$ cat src/rtl/smart_cargo_uc.sv
// Control unit for a cargo elevator: serial request capture into a bounded queue,
// trip sequencing (move, door open, load/unload, queue advance) and occupancy tracking.
module smart_cargo_uc #(
    parameter int FILA_MAX = 15
) (
    input  logic       clock,
    input  logic       reset,
    input  logic       iniciar,
    input  logic       bordaNovoDestino,
    input  logic       temDestino,
    input  logic       chegouDestino,
    input  logic       sobe,
    input  logic       fimT,
    input  logic       eh_origem_fila,
    output logic       enableRegDestino,
    output logic       enableRAM,
    output logic       shift,
    output logic       zeraT,
    output logic       contaT,
    output logic       coloca_objetos,
    output logic       tira_objetos,
    output logic       motor_sobe,
    output logic       motor_desce,
    output logic       porta_aberta,
    output logic       inicia_ultrasonico,
    output logic [3:0] ocupacao,
    output logic       erro_fila,
    output logic [3:0] db_estado
);

    typedef enum logic [3:0] {
        INICIAL   = 4'd0,
        ESPERA    = 4'd1,
        REGISTRA  = 4'd2,
        ARMAZENA  = 4'd3,
        DECIDE    = 4'd4,
        MOVE      = 4'd5,
        ABRE      = 4'd6,
        PORTA     = 4'd7,
        TRANSFERE = 4'd8,
        AVANCA    = 4'd9
    } state_t;

    localparam logic [3:0] FILA_LIMITE = 4'(FILA_MAX);

    // Plain vector register so codes outside the enum (10..15) stay representable.
    logic [3:0] state_reg;
    logic [3:0] state_next;
    logic       pendente;
    logic       fila_cheia;

    assign fila_cheia = (ocupacao >= FILA_LIMITE);

    always_ff @(posedge clock or negedge reset) begin
        if (!reset) begin
            state_reg <= INICIAL;
        end else begin
            state_reg <= state_next;
        end
    end

    // A new pulse always wins over the clear in REGISTRA, so no request is lost.
    always_ff @(posedge clock or negedge reset) begin
        if (!reset) begin
            pendente <= 1'b0;
        end else if (bordaNovoDestino) begin
            pendente <= 1'b1;
        end else if (state_reg == REGISTRA) begin
            pendente <= 1'b0;
        end
    end

    always_ff @(posedge clock or negedge reset) begin
        if (!reset) begin
            ocupacao  <= 4'd0;
            erro_fila <= 1'b0;
        end else if (state_reg == ARMAZENA) begin
            if (fila_cheia) begin
                erro_fila <= 1'b1;
            end else begin
                ocupacao <= ocupacao + 4'd1;
            end
        end else if (state_reg == AVANCA && ocupacao != 4'd0) begin
            ocupacao <= ocupacao - 4'd1;
        end
    end

    always_comb begin
        state_next = INICIAL;
        case (state_reg)
            INICIAL:   state_next = iniciar ? ESPERA : INICIAL;
            ESPERA: begin
                if (pendente)        state_next = REGISTRA;
                else if (temDestino) state_next = DECIDE;
                else                 state_next = ESPERA;
            end
            REGISTRA:  state_next = ARMAZENA;
            ARMAZENA:  state_next = DECIDE;
            DECIDE: begin
                if (pendente)                          state_next = REGISTRA;
                else if (temDestino && !chegouDestino) state_next = MOVE;
                else if (temDestino && chegouDestino)  state_next = ABRE;
                else                                   state_next = ESPERA;
            end
            MOVE:      state_next = chegouDestino ? ABRE : MOVE;
            ABRE:      state_next = PORTA;
            PORTA:     state_next = fimT ? TRANSFERE : PORTA;
            TRANSFERE: state_next = AVANCA;
            AVANCA:    state_next = DECIDE;
            default:   state_next = INICIAL;
        endcase
    end

    always_comb begin
        enableRegDestino   = 1'b0;
        enableRAM          = 1'b0;
        shift              = 1'b0;
        zeraT              = 1'b0;
        contaT             = 1'b0;
        coloca_objetos     = 1'b0;
        tira_objetos       = 1'b0;
        motor_sobe         = 1'b0;
        motor_desce        = 1'b0;
        porta_aberta       = 1'b0;
        inicia_ultrasonico = 1'b0;
        case (state_reg)
            REGISTRA:  enableRegDestino = 1'b1;
            ARMAZENA:  enableRAM = !fila_cheia;
            MOVE: begin
                inicia_ultrasonico = 1'b1;
                motor_sobe         = sobe;
                motor_desce        = !sobe;
            end
            ABRE:      zeraT = 1'b1;
            PORTA: begin
                contaT       = 1'b1;
                porta_aberta = 1'b1;
            end
            TRANSFERE: begin
                coloca_objetos = eh_origem_fila;
                tira_objetos   = !eh_origem_fila;
            end
            AVANCA:    shift = 1'b1;
            default:   ;
        endcase
    end

    assign db_estado = state_reg;

endmodule

$ cat config.mk
export PLATFORM = sky130hd
export DESIGN_NAME = smart_cargo_uc
export DESIGN_NICKNAME = d
export VERILOG_FILES = /design/src/rtl/smart_cargo_uc.sv
export SDC_FILE = /design/constraint.sdc
export NUM_CORES = 1
export LEC_CHECK = 0
export BUFFER_PORTS_ARGS = -buffer_cell sky130_fd_sc_hd__buf_4
export CELL_PAD_IN_SITES_DETAIL_PLACEMENT = 1
export CELL_PAD_IN_SITES_GLOBAL_PLACEMENT = 1
export CORE_UTILIZATION = 30
export DETAILED_ROUTE_END_ITERATION = 8
export HOLD_SLACK_MARGIN = 0.02
export PLACE_DENSITY = 0.84
export SLEW_MARGIN = 25
export SYNTH_ARGS = -nofsm -noshare
export SYNTH_HDL_FRONTEND = slang
export SYNTH_SLANG_ARGS = --single-unit
$ cat constraint.sdc
create_clock -name clock -period 1.7 [get_ports clock]
set_input_delay 0 -clock clock [delete_from_list [all_inputs] [get_ports clock]]
set_output_delay 0 -clock clock [all_outputs]
set_load 0.02 [all_outputs]
# Word-level counts from Yosys, hierarchy flattened
# Cells that the tools add are included.
# Widths: inputs -> output; s select.
word_totals:
  input_bits: 9
  word_cells: 55
  regBits: 10
  output_inout_bits: 20
op_classes:
  muxes: 24
  eq_ne: 10
  add_sub_neg: 2
  reduce_logical: 14
  magnitude_cmp: 1
ops:
  columns: ["cell", "n"]
  rows:
  - ["$pmux 4 s9", 1]
  - ["$eq 4x3->1 const B", 4]
  - ["$mux 4", 4]
  - ["$mux 3", 5]
  - ["$mux 1", 13]
  - ["$eq 4x2->1 const B", 2]
  - ["$eq 4x4->1 const B", 2]
  - ["$add 4x1->4 const B", 1]
  - ["$eq 4x1->1 const B", 1]
  - ["$ge 4x4->1 const B", 1]
  - ["$logic_not 1->1", 4]
  - ["$logic_not 4->1", 1]
  - ["$reduce_and 2->1", 2]
  - ["$reduce_bool 2->1", 2]
  - ["$reduce_bool 4->1", 1]
  - ["$sub 4x1->4 const B", 1]
  - ["$logic_and 1x1->1", 3]
  - ["$mux 2", 1]
  - ["$ne 2x2->1 const B", 1]
  - ["$reduce_or 2->1", 1]

# Logic depth before layout (Yosys ltp)
# Gate-level depths: netlist of run 1.
logic_depth:
  depth_word: 5
  ltp_mapped: 8
  ltp_nobuf: 7

# Least setup slack after synthesis of run 1
# OpenSTA, ideal clock, no wires.
synth_path:
  path_type: "reg2reg"
  from: "register state_reg[1], in the netlist db_estado[1]"
  to: "register ocupacao[3]"
  arrival_time_ns: 1.931
  setup_ns: 0.080
  synth_period_minus_slack_ns: 2.011
  slack_ns: -0.311
  path_stages_with_launch: 8
  path_buffers: 1
  cell_sequence: "dfrtp_1 clkbuf_1 nand3_1 ha_1 a21o_1 a21oi_1 mux2i_1 xor2_1"
synth_via:
  elab_chain_len: 4
synth_rtl:
  columns: ["item", "line_no", "source"]
  rows:
  - ["from (decl)", "47", "logic [3:0] state_reg;"]
  - ["from (signal assigned)", "58", "state_reg <= state_next;"]
  - ["$eq 4x4->1", "83", "end else if (state_reg == AVANCA && ocupacao != 4'd0) begin"]
  - ["$logic_and 1x1->1", "83", null]
  - ["$reduce_bool 2->1 (no line)", null, null]
  - ["$reduce_and 2->1 (no line)", null, null]
  - ["to (signal assigned)", "81", "ocupacao <= ocupacao + 4'd1;"]
  - ["to (signal assigned)", "84", "ocupacao <= ocupacao - 4'd1;"]
  - ["to (decl)", "26", "output logic [3:0] ocupacao,"]
# Several ways; a longest one is shown, not always the timed one.
# A chain may end at the register's enable or synchronous reset.

# Worst setup path after layout of run 1
layout_path:
  from: "register state_reg[3], in the netlist db_estado[3]"
  to: "register ocupacao[3]"
# Same word-level chain as after synthesis.

==> results of run 1 <==
[path summary, 6_finish.rpt]
path,cells past startpoint,from,slack [ns],endpoint
hold reg to reg,1,erro_fila$_DFFE_PN0P_,0.48,erro_fila$_DFFE_PN0P_
hold / removal,4,temDestino,0.08,db_estado[0]$_DFF_PN0_
setup reg to reg,7,db_estado[3]$_DFF_PN0_,0.09,ocupacao[3]$_DFFE_PN0P_
min in group asynchronous,2,reset,0.10,ocupacao[3]$_DFFE_PN0P_
max in group asynchronous,2,reset,1.44,db_estado[3]$_DFF_PN0_
setup / recovery,7,db_estado[3]$_DFF_PN0_,0.09,ocupacao[3]$_DFFE_PN0P_
[logic make-up after synthesis]
family | count (synthesis)
compound gates | 14
xor+xnor | 3
fa+ha+maj | 3
buf+inv | 8
flops | 10
mux | 4
simple gates | 30
[flip-flops by register name, indices dropped and copies added (netlist names)]
register   count
db_estado      4
ocupacao       4
erro_fila      1
pendente       1
[timing repair]
action / CTS / global route
setup endpoints to repair: 1 / 2
hold endpoints to repair: 12 / 0
resized for setup: 2 / 0
hold buffers: 3 / 0
pin swaps: 1 / 2
setup buffers: 1 / 1
[power by group]
group | internal (W) | leakage, nW | total [W] | switching [W]
logic | 0.000595 | 0.368 | 0.00129 | 0.000698
clock network | 0.000130 | 0.0210 | 0.000214 | 0.0000837
registers | 0.000359 | 0.116 | 0.000522 | 0.000163
total | 0.00108 | 0.504 | 0.00203 | 0.000945
[cell usage in the layout, fill, tap and decap left out, types with 2 or more instances in the layout]
master and count:
buf_4 35, nor2_1 6, dfrtp_1 6, nand2_1 5, inv_1 4, nor3_1 4
dfrtp_2 4, and2_1 3, a21o_1 3, xor2_1 3, clkbuf_4 3, dlygate4sd3_1 3
nand2b_1 2, a21oi_1 2, nand3_1 2, mux2i_1 2, nand4_1 2, o21bai_1 2
mux2_1 2
[worst max-delay path, delay by kind of cell (launching register included)]
kind / cells / cell delay [ns]
fa+ha+maj: 1 / 0.23
mux: 1 / 0.22
xor+xnor: 1 / 0.15
simple gates: 2 / 0.25
flops: 1 / 0.42
compound gates: 2 / 0.29
[per-stage QoR]
step	instance area (um2)	utilization	setup slack (ns)
after floorplan	698	-	-0.0865
after global placement	951	0.466	0.0479
after detailed placement	951	0.466	-0.0149
after CTS	1040	0.512	0.0494
after global routing	1050	0.515	-0.0257
final	1050	0.515	0.0868
[layer usage]
| metal | vias to the layer above | global-route usage |
|---|---|---|
| li1 | 334 | - |
| met1 | 325 | 0.234 |
| met2 | 27 | 0.340 |
| met3 | 4 | 0.0278 |
| met4 | 0 | 0.0571 |
| met5 | - | 0 |
[layout make-up]
| cell class | count | area share |
|---|---|---|
| Sequential cell | 10 | 0.243 |
| Inverter | 4 | 0.0143 |
| Timing Repair Buffer | 38 | 0.278 |
| Clock buffer | 4 | 0.0345 |
| Multi-Input combinational cell | 54 | 0.398 |
| Tap cell | 27 | 0.0321 |
==> flow_summary_export.csv, run 1 <==
group,metric,value,unit
outcome,status,"finished clean",
critical_path,crit_fanout,4,
final_layout,register_area,255,um2
final_layout,multiInputGateArea,419,um2
synth,synth_compound_area_frac,0.159,
critical_path,crit_chain,"nor2_4, nand3_4, ha_4, a21o_1, a21oi_2, mux2i_1, xor2_1",
timing,period_minus_slack,1.61,ns
timing,period_share,0.949,
cts,cts_inserted_buffers,3,
routing,routed.top_layer,"met4",
hold_path,min_path_type,"input port to flop",
cts,clock-root-buffer,"clkbuf_4",
timing,hold_viol_final,0,
synth,yosysMostFrequentCell,"dfrtp_1",
die,die_h,49.5,um
die,die_w,49.5,um
die,core,2040,um2
synth,synth_flop_cell,"dfrtp_1",
synth,synth_nets,84,
cts,htree_levels,1,
cts,cts_tree,"done",
synth,synthTopCellsByArea,"dfrtp_1 37%, nor2_1 3.9%, xor2_1 3.9%, ha_1 3.7%, a21o_1 3.3%",
routing,drtPass1Iterations,2,
routing,num_vias,690,
routing,wl_met2,1010,um
synth,mappedNetlistArea,676,um2
timing,skew,0.00600,ns
power,power_leakage,0.504,nW
global_route,grt_pass1_wl,3560,um
synth,synthMuxAreaShare,0.0630,
cts,path_clk_slew,0.07,ns
critical_path,critPathArrivalTime,1.81,ns
placed_design,dp_hpwl,1500,um
global_route,grt_overflow_total,0,
cts,clk_latency,0.26,ns
die,pin_count,29,
synth,netlist_instances,72,
critical_path,critPathRequiredTime,1.89,ns
synth,seq_area_frac_synth,0.370,
critical_path,slowest_delay,0.42,ns
timing,rsz0062_at_grt,"yes",
global_route,grt_util_all_layers,0.190,
timing,fin_hold_ws,0.0789,ns
power,irDropWorstVdd,0.799,mV
global_route,grt_pass1_vias,766,
routing,routed_wl,1970,um
placed_design,portBuffers,28,
synth,synthArstFlopShare,1.00,
cts,clock_path_buffers,2,
timing,setup_tns,0,ns
critical_path,slowest_stage,"dfrtp_2",
synth,synth_top_area_frac,0.370,
placed_design,gp_congestion,0.781,
timing,slew_violations,0,
synth,synth-edff-count,0,
synth,synth_simple_gate_area_frac,0.239,
synth,yosysWarnings,0,
synth,syn_area_per_cell,9.38,um2
synth,synth_xor_area_frac,0.0389,
routing,drt-initial-drc-count,2,
synth,yosys.area_share.adder,0.0667,
final_layout,fill_cells,250,
timing,setup_viol,0,
synth,synth-seq-cells,10,
die,fp-row-count,16,
routing,route.met3.wl,91,um
timing,fmax,0.620,GHz
synth,synth_common_cells,"10 x dfrtp_1, 7 x nor2_1, 5 x nand2_1",
critical_path,cp-start-kind,"flop",
timing,tightest_slew,0.421,ns
critical_path,endpoint_kind,"flop",
final_layout,synthToLayoutAreaGrowth,55.7,%
flow_run,drv_cap,0,
power,power,0.00203,W
final_layout,drive_above_1_share,0.455,
power,power_density,1930,nW/um2
global_route,antenna_found_initial,0,
routing,wire_per_inst,14.4,um
routing,via_per_inst,5.04,
die,initial_core_util,0.331,
final_layout,instances_no_fill,137,
critical_path,crit_type,"flop to flop",
final_layout,nets,123,
cts,cts_sinks,10,
routing,wl_met1,851,um
placed_design,dp_cells,128,
timing,slew_headroom,0.716,
die,die_area,2450,um2
final_layout,diodes,0,
global_route,grt_max_degree,14,
synth,synth_top_family_by_area,"simple AND/OR/NAND/NOR gates",
routing,drcViolationCount,0,
synth,synth_cell_type_count,31,
synth,synth_area_leader_cell,"dfrtp_1",
routing,ant_nets,0,
No activity file was read; power rests on OpenSTA's default activity.
==> run 2: changes to the inputs <==
--- a/config.mk
+++ b/config.mk
@@ -7,2 +7,3 @@
 export LEC_CHECK = 0
+export ABC_CLOCK_PERIOD_IN_PS = 1700
 export BUFFER_PORTS_ARGS = -buffer_cell sky130_fd_sc_hd__buf_4
==> constraint.sdc (replaced) <==
create_clock -name clock -period 1.7 [get_ports clock]
set_input_delay 0.17 -clock clock [delete_from_list [all_inputs] [get_ports clock]]
set_output_delay 0.17 -clock clock [all_outputs]
set_load 0.02 [all_outputs]
==> run 2 against run 1 <==
  * Total power rose by 5.1%
  * Utilization rose by 1.8 points
  * Die area did not move
  * Critical path type is now flop to primary output
  * Via count rose by 3.0%
  * Hold slack improved by 0.019 ns
  * Register-to-register slack barely moved
==> flow_summary_export.csv, run 2 (synthesized netlist as in run 1, its figures left out) <==
group,metric,value,unit
outcome,status,"finished clean",
global_route,grt_util_all_layers,0.191,
timing,slew_headroom,0.739,
final_layout,final_util,0.534,
critical_path,cp-start-kind,"flop",
hold_path,hp-start,"bordaNovoDestino",
critical_path,endpoint_kind,"primary output",
cts,cts_sinks,10,
final_layout,drive_above_1_share,0.532,
timing,setup_viol,0,
die,die_w,49.5,um
timing,hold_viol_final,0,
placed_design,dp_cells,128,
routing,routed_wl,2050,um
power,irDropWorstVdd,0.809,mV
global_route,grt_pass1_wl,3570,um
power,internal_power,0.00114,W
routing,drt-initial-drc-count,5,
hold_path,min_path_cells,2,
routing,drtPass1Iterations,3,
flow_run,drv_cap,0,
cts,clock_path_buffers,2,
placed_design,dp_hpwl,1500,um
critical_path,critPathArrivalTime,1.48,ns
global_route,grt_pass1_vias,751,
critical_path,rrSetupSlack,0.09,ns
die,fp-row-count,16,
placed_design,gp_congestion,0.781,
placed_design,portBuffers,28,
power,p_seq_frac,0.248,
cts,path_clk_slew,0.07,ns
cts,cts_inserted_buffers,3,
die,die_h,49.5,um
global_route,grt_overflow_total,0,
die,pin_count,29,
critical_path,crit_type,"flop to primary output",
timing,slew_violations,0,
hold_path,min_to,"pendente$_DFFE_PN0P_",
critical_path,worstRegToRegCells,7,
critical_path,crit_fanout,9,
power,switching_share,0.463,
cts,clock-root-buffer,"clkbuf_4",
routing,via_per_inst,5.15,
critical_path,worstReg2RegStart,"db_estado[3]$_DFF_PN0_",
critical_path,r2r_end,"ocupacao[3]$_DFFE_PN0P_",
routing,drcViolationCount,0,
final_layout,diodes,0,
power,switchingPower,0.000988,W
critical_path,critPathRequiredTime,1.53,ns
power,clockPowerShare,0.100,
hold_path,min_path_type,"input port to flop",
final_layout,synthToLayoutAreaGrowth,61.3,%
final_layout,nets,124,
global_route,grt_max_degree,14,
timing,tightest_slew,0.386,ns
timing,period_share,0.973,
die,core,2040,um2
die,die_area,2450,um2
timing,skew,0.00686,ns
die,initial_core_util,0.331,
final_layout,layout_common_cells,"36 x buf_4, 6 x dfrtp_1, 5 x nand2_1",
routing,wire_per_inst,14.9,um
timing,rsz0062_at_grt,"yes",
routing,num_vias,711,
power,power_leakage,0.520,nW
final_layout,final_common_cell,"buf_4",
power,combPwrFrac,0.652,
timing,period_minus_slack,1.65,ns
cts,cts_tree,"done",
global_route,antenna_found_initial,0,
final_layout,instances_no_fill,138,
power,power_density,1960,nW/um2
routing,ant_nets,0,
cts,clk_latency,0.26,ns
cts,htree_levels,1,
timing,fmax,0.605,GHz
run 2: final cells by class:
cell class | count | area [um2]
Fill cell | 243 | 952
Tap cell | 27 | 33.8
Inverter | 4 | 15.0
Sequential cell | 10 | 255
Clock buffer | 4 | 36.3
Multi-Input combinational cell | 54 | 447
Timing Repair Buffer | 39 | 303
run 2: critical path, stage by stage, from the launching register on:
cell and delay (ns):
dfrtp_2 0.43, buf_6 0.15, inv_1 0.08, nand2_1 0.09, nor3_2 0.20, and2_1 0.15
buf_4 0.13
run 2: power groups by stage:
| stage | Sequential, W | Clock [W] | Combinational (W) |
|---|---|---|---|
| after floorplan | 0.000613 | 0 | 0.000674 |
| after global placement | 0.000503 | 0 | 0.00119 |
| after detailed placement | 0.000517 | 0 | 0.00123 |
| after CTS | 0.000527 | 0.000222 | 0.00133 |
| after global routing | 0.000553 | 0.000234 | 0.00154 |
| final | 0.000528 | 0.000213 | 0.00139 |
run 2: timing repair:
item | in CTS | in global routing
hold buffers | 1 | 0
pin swaps | 3 | 3
endpoints found under the hold margin | 10 | 0
setup buffers | 3 | 2
setup endpoints to repair | 3 | 9
resized for setup | 4 | 7
gates cloned | 0 | 0
run 2: through the flow:
stage	total power, W	setup WS [ns]	cell area, um2	TNS [ns]	hold WS (ns)
final	0.00213	0.0458	1090	0	0.0983
after global routing	0.00232	-0.0330	1090	-0.0692	0.125
after CTS	0.00208	0.00620	1050	0	0.0930
after detailed placement	0.00174	-0.0149	951	-0.0149	0.00896
after global placement	0.00169	0.0479	951	0	0.00750
after floorplan	0.00129	-0.0865	698	-0.0984	-0.126
run 2: worst max path at each step:
stage                                 startpoint                 endpoint  slack (ns)  cells past startpoint
after global placement    db_estado[3]$_DFF_PN0_  ocupacao[3]$_DFFE_PN0P_        0.05                      7
after CTS                 db_estado[3]$_DFF_PN0_             porta_aberta       0.006                      4
after global routing      db_estado[2]$_DFF_PN0_           coloca_objetos       -0.03                      6
after detailed placement  db_estado[3]$_DFF_PN0_  ocupacao[3]$_DFFE_PN0P_       -0.01                      7
final                     db_estado[2]$_DFF_PN0_           coloca_objetos        0.05                      6
after floorplan           db_estado[2]$_DFF_PN0_  ocupacao[3]$_DFFE_PN0P_       -0.09                      8
run 2: routing by layer:
metal  global-route usage  vias to the layer above  routed length [um]
li1                     -                      336                   -
met1                0.241                      344                 863
met2                0.333                       27                1070
met3               0.0278                        4                  97
met4               0.0571                        0                  21
met5                    0                        -                   0
==> run 3: changes to the inputs <==
CORE_ASPECT_RATIO = 1.25   (was default)
==> run 3 against run 2 <==
  * Fmax fell by 0.72%
  * Design area fell by 2.1%
  * Routed wire length fell by 4.0%
  * Sequential power barely moved
  * Sequential share of layout area rose by 0.49 points
  * Clock power barely moved
  * Combinational power fell by 4%
==> flow_summary_export.csv, run 3 (synthesized netlist as in run 1, its figures left out) <==
group,metric,value,unit
outcome,status,"finished clean",
routing,drtPass1Iterations,3,
die,die_h,55.1,um
timing,tightest_slew,0.337,ns
die,die_w,44.4,um
timing,rsz0062_at_grt,"yes",
timing,skew,0.000472,ns
critical_path,critPathArrivalTime,1.85,ns
critical_path,cp-start-kind,"flop",
global_route,grt_pass1_wl,3220,um
cts,cts_sinks,10,
routing,drt-initial-drc-count,9,
final_layout,instances_no_fill,138,
flow_run,drv_cap,0,
timing,fmax,0.600,GHz
cts,path_clk_slew,0.06,ns
placed_design,dp_slack,-0.0566,ns
critical_path,crit_chain,"nor2_4, nand3_4, ha_4, a21o_1, a21oi_2, mux2i_1, xor2_1",
critical_path,path_delay_family,"flip-flops",
timing,setup_viol,0,
die,initial_core_util,0.330,
final_layout,nets,121,
placed_design,dp_hpwl,1500,um
timing,slew_violations,0,
routing,num_vias,686,
critical_path,slowest_stage,"dfrtp_2",
global_route,grt_overflow_total,0,
die,fp-row-count,18,
routing,ant_nets,0,
cts,clock-root-buffer,"clkbuf_4",
die,die_area,2450,um2
global_route,grt_max_degree,14,
power,power_leakage,0.502,nW
routing,wire_per_inst,14.3,um
critical_path,critPathRequiredTime,1.89,ns
timing,setup_ws,0.0337,ns
final_layout,final_common_cell,"buf_4",
critical_path,crit_type,"flop to flop",
global_route,antenna_found_initial,0,
critical_path,crit_buf_inv,0,
final_layout,diodes,0,
routing,via_per_inst,4.97,
die,core,2050,um2
routing,drcViolationCount,0,
cts,htree_levels,1,
cts,cts_inserted_buffers,3,
critical_path,endpoint_kind,"flop",
timing,slew_headroom,0.773,
power,irDropWorstVdd,0.728,mV
timing,period_share,0.980,
cts,cts_tree,"done",
timing,period_minus_slack,1.67,ns
critical_path,slowest_delay,0.42,ns
final_layout,drive_above_1_share,0.519,
cts,clk_latency,0.26,ns
placed_design,portBuffers,28,
final_layout,synthToLayoutAreaGrowth,58.0,%
global_route,grt_pass1_vias,697,
placed_design,gp_congestion,0.871,
routing,routed_wl,1970,um
final_layout,layout_common_cells,"35 x buf_4, 6 x dfrtp_1, 5 x nand2_1",
hold_path,min_path_type,"input port to flop",
global_route,grt_util_all_layers,0.186,
die,pin_count,29,
placed_design,dp_cells,132,
cts,clock_path_buffers,2,
timing,hold_viol_final,0,
critical_path,crit_fanout,4,
power,power_density,1950,nW/um2
run 3: cell type report:
class	instances	area, um2
clock buffer	4	36.3
sequential	10	255
timing repair buffer	36	273
multi-input combinational	54	450
inverter	4	15.0
tap	30	37.5
fill	246	982
run 3: worst paths after layout:
check                                  startpoint                      end  slack (ns)  cells after the start
max reg2reg                db_estado[2]$_DFF_PN0_  ocupacao[3]$_DFFE_PN0P_        0.03                      7
min                              bordaNovoDestino     pendente$_DFFE_PN0P_        0.12                      2
max in group asynchronous                   reset   db_estado[3]$_DFF_PN0_        1.27                      2
max                        db_estado[2]$_DFF_PN0_  ocupacao[3]$_DFFE_PN0P_        0.03                      7
min reg2reg                 erro_fila$_DFFE_PN0P_    erro_fila$_DFFE_PN0P_        0.49                      1
min in group asynchronous                   reset  ocupacao[0]$_DFFE_PN0P_        0.27                      2
run 3: report_power, final:
| part | total [W] | internal, W | switching [W] |
|---|---|---|---|
| Sequential | 0.000528 | 0.000360 | 0.000168 |
| Combinational | 0.00134 | 0.000611 | 0.000731 |
| Clock | 0.000211 | 0.000130 | 0.0000805 |
run 3: per-layer routing:
metal / vias up / global-route usage / share of wire
met5: - / 0 / 0
met4: 0 / 0.106 / 0.021
met3: 4 / 0.0325 / 0.050
met2: 26 / 0.324 / 0.50
met1: 328 / 0.216 / 0.42
li1: 328 / - / -
run 3: repair_timing:
| action | 4_1_cts | 5_1_grt |
|---|---|---|
| gates resized for setup | 4 | 6 |
| hold buffers | 1 | 0 |
| endpoints found under the setup margin | 2 | 8 |
| hold endpoints to repair | 10 | 0 |
| pin swaps | 3 | 0 |
| buffers inserted | 1 | 0 |
run 3: per-stage QoR:
step | power (W) | area (um2) | hold slack, ns | utilization | TNS, ns
floorplan | 0.00129 | 698 | -0.126 | - | -0.0984
global placement | 0.00172 | 962 | 0.00445 | 0.469 | 0
detailed placement | 0.00176 | 962 | 0.00744 | 0.469 | -0.0566
CTS | 0.00206 | 1040 | 0.122 | 0.508 | -0.0241
global route | 0.00223 | 1070 | 0.120 | 0.521 | -0.0658
finish | 0.00208 | 1070 | 0.120 | 0.521 | 0
run 3: worst register-to-register path: cells and delay by family, from the launching register on:
| family | cells | cell delay (ns) |
|---|---|---|
| AO/OA/AOI/OAI | 2 | 0.30 |
| XOR/XNOR | 1 | 0.16 |
| adder cells (fa/ha/maj) | 1 | 0.22 |
| flip-flops | 1 | 0.42 |
| multiplexers | 1 | 0.23 |
| AND/OR/NAND/NOR | 2 | 0.25 |
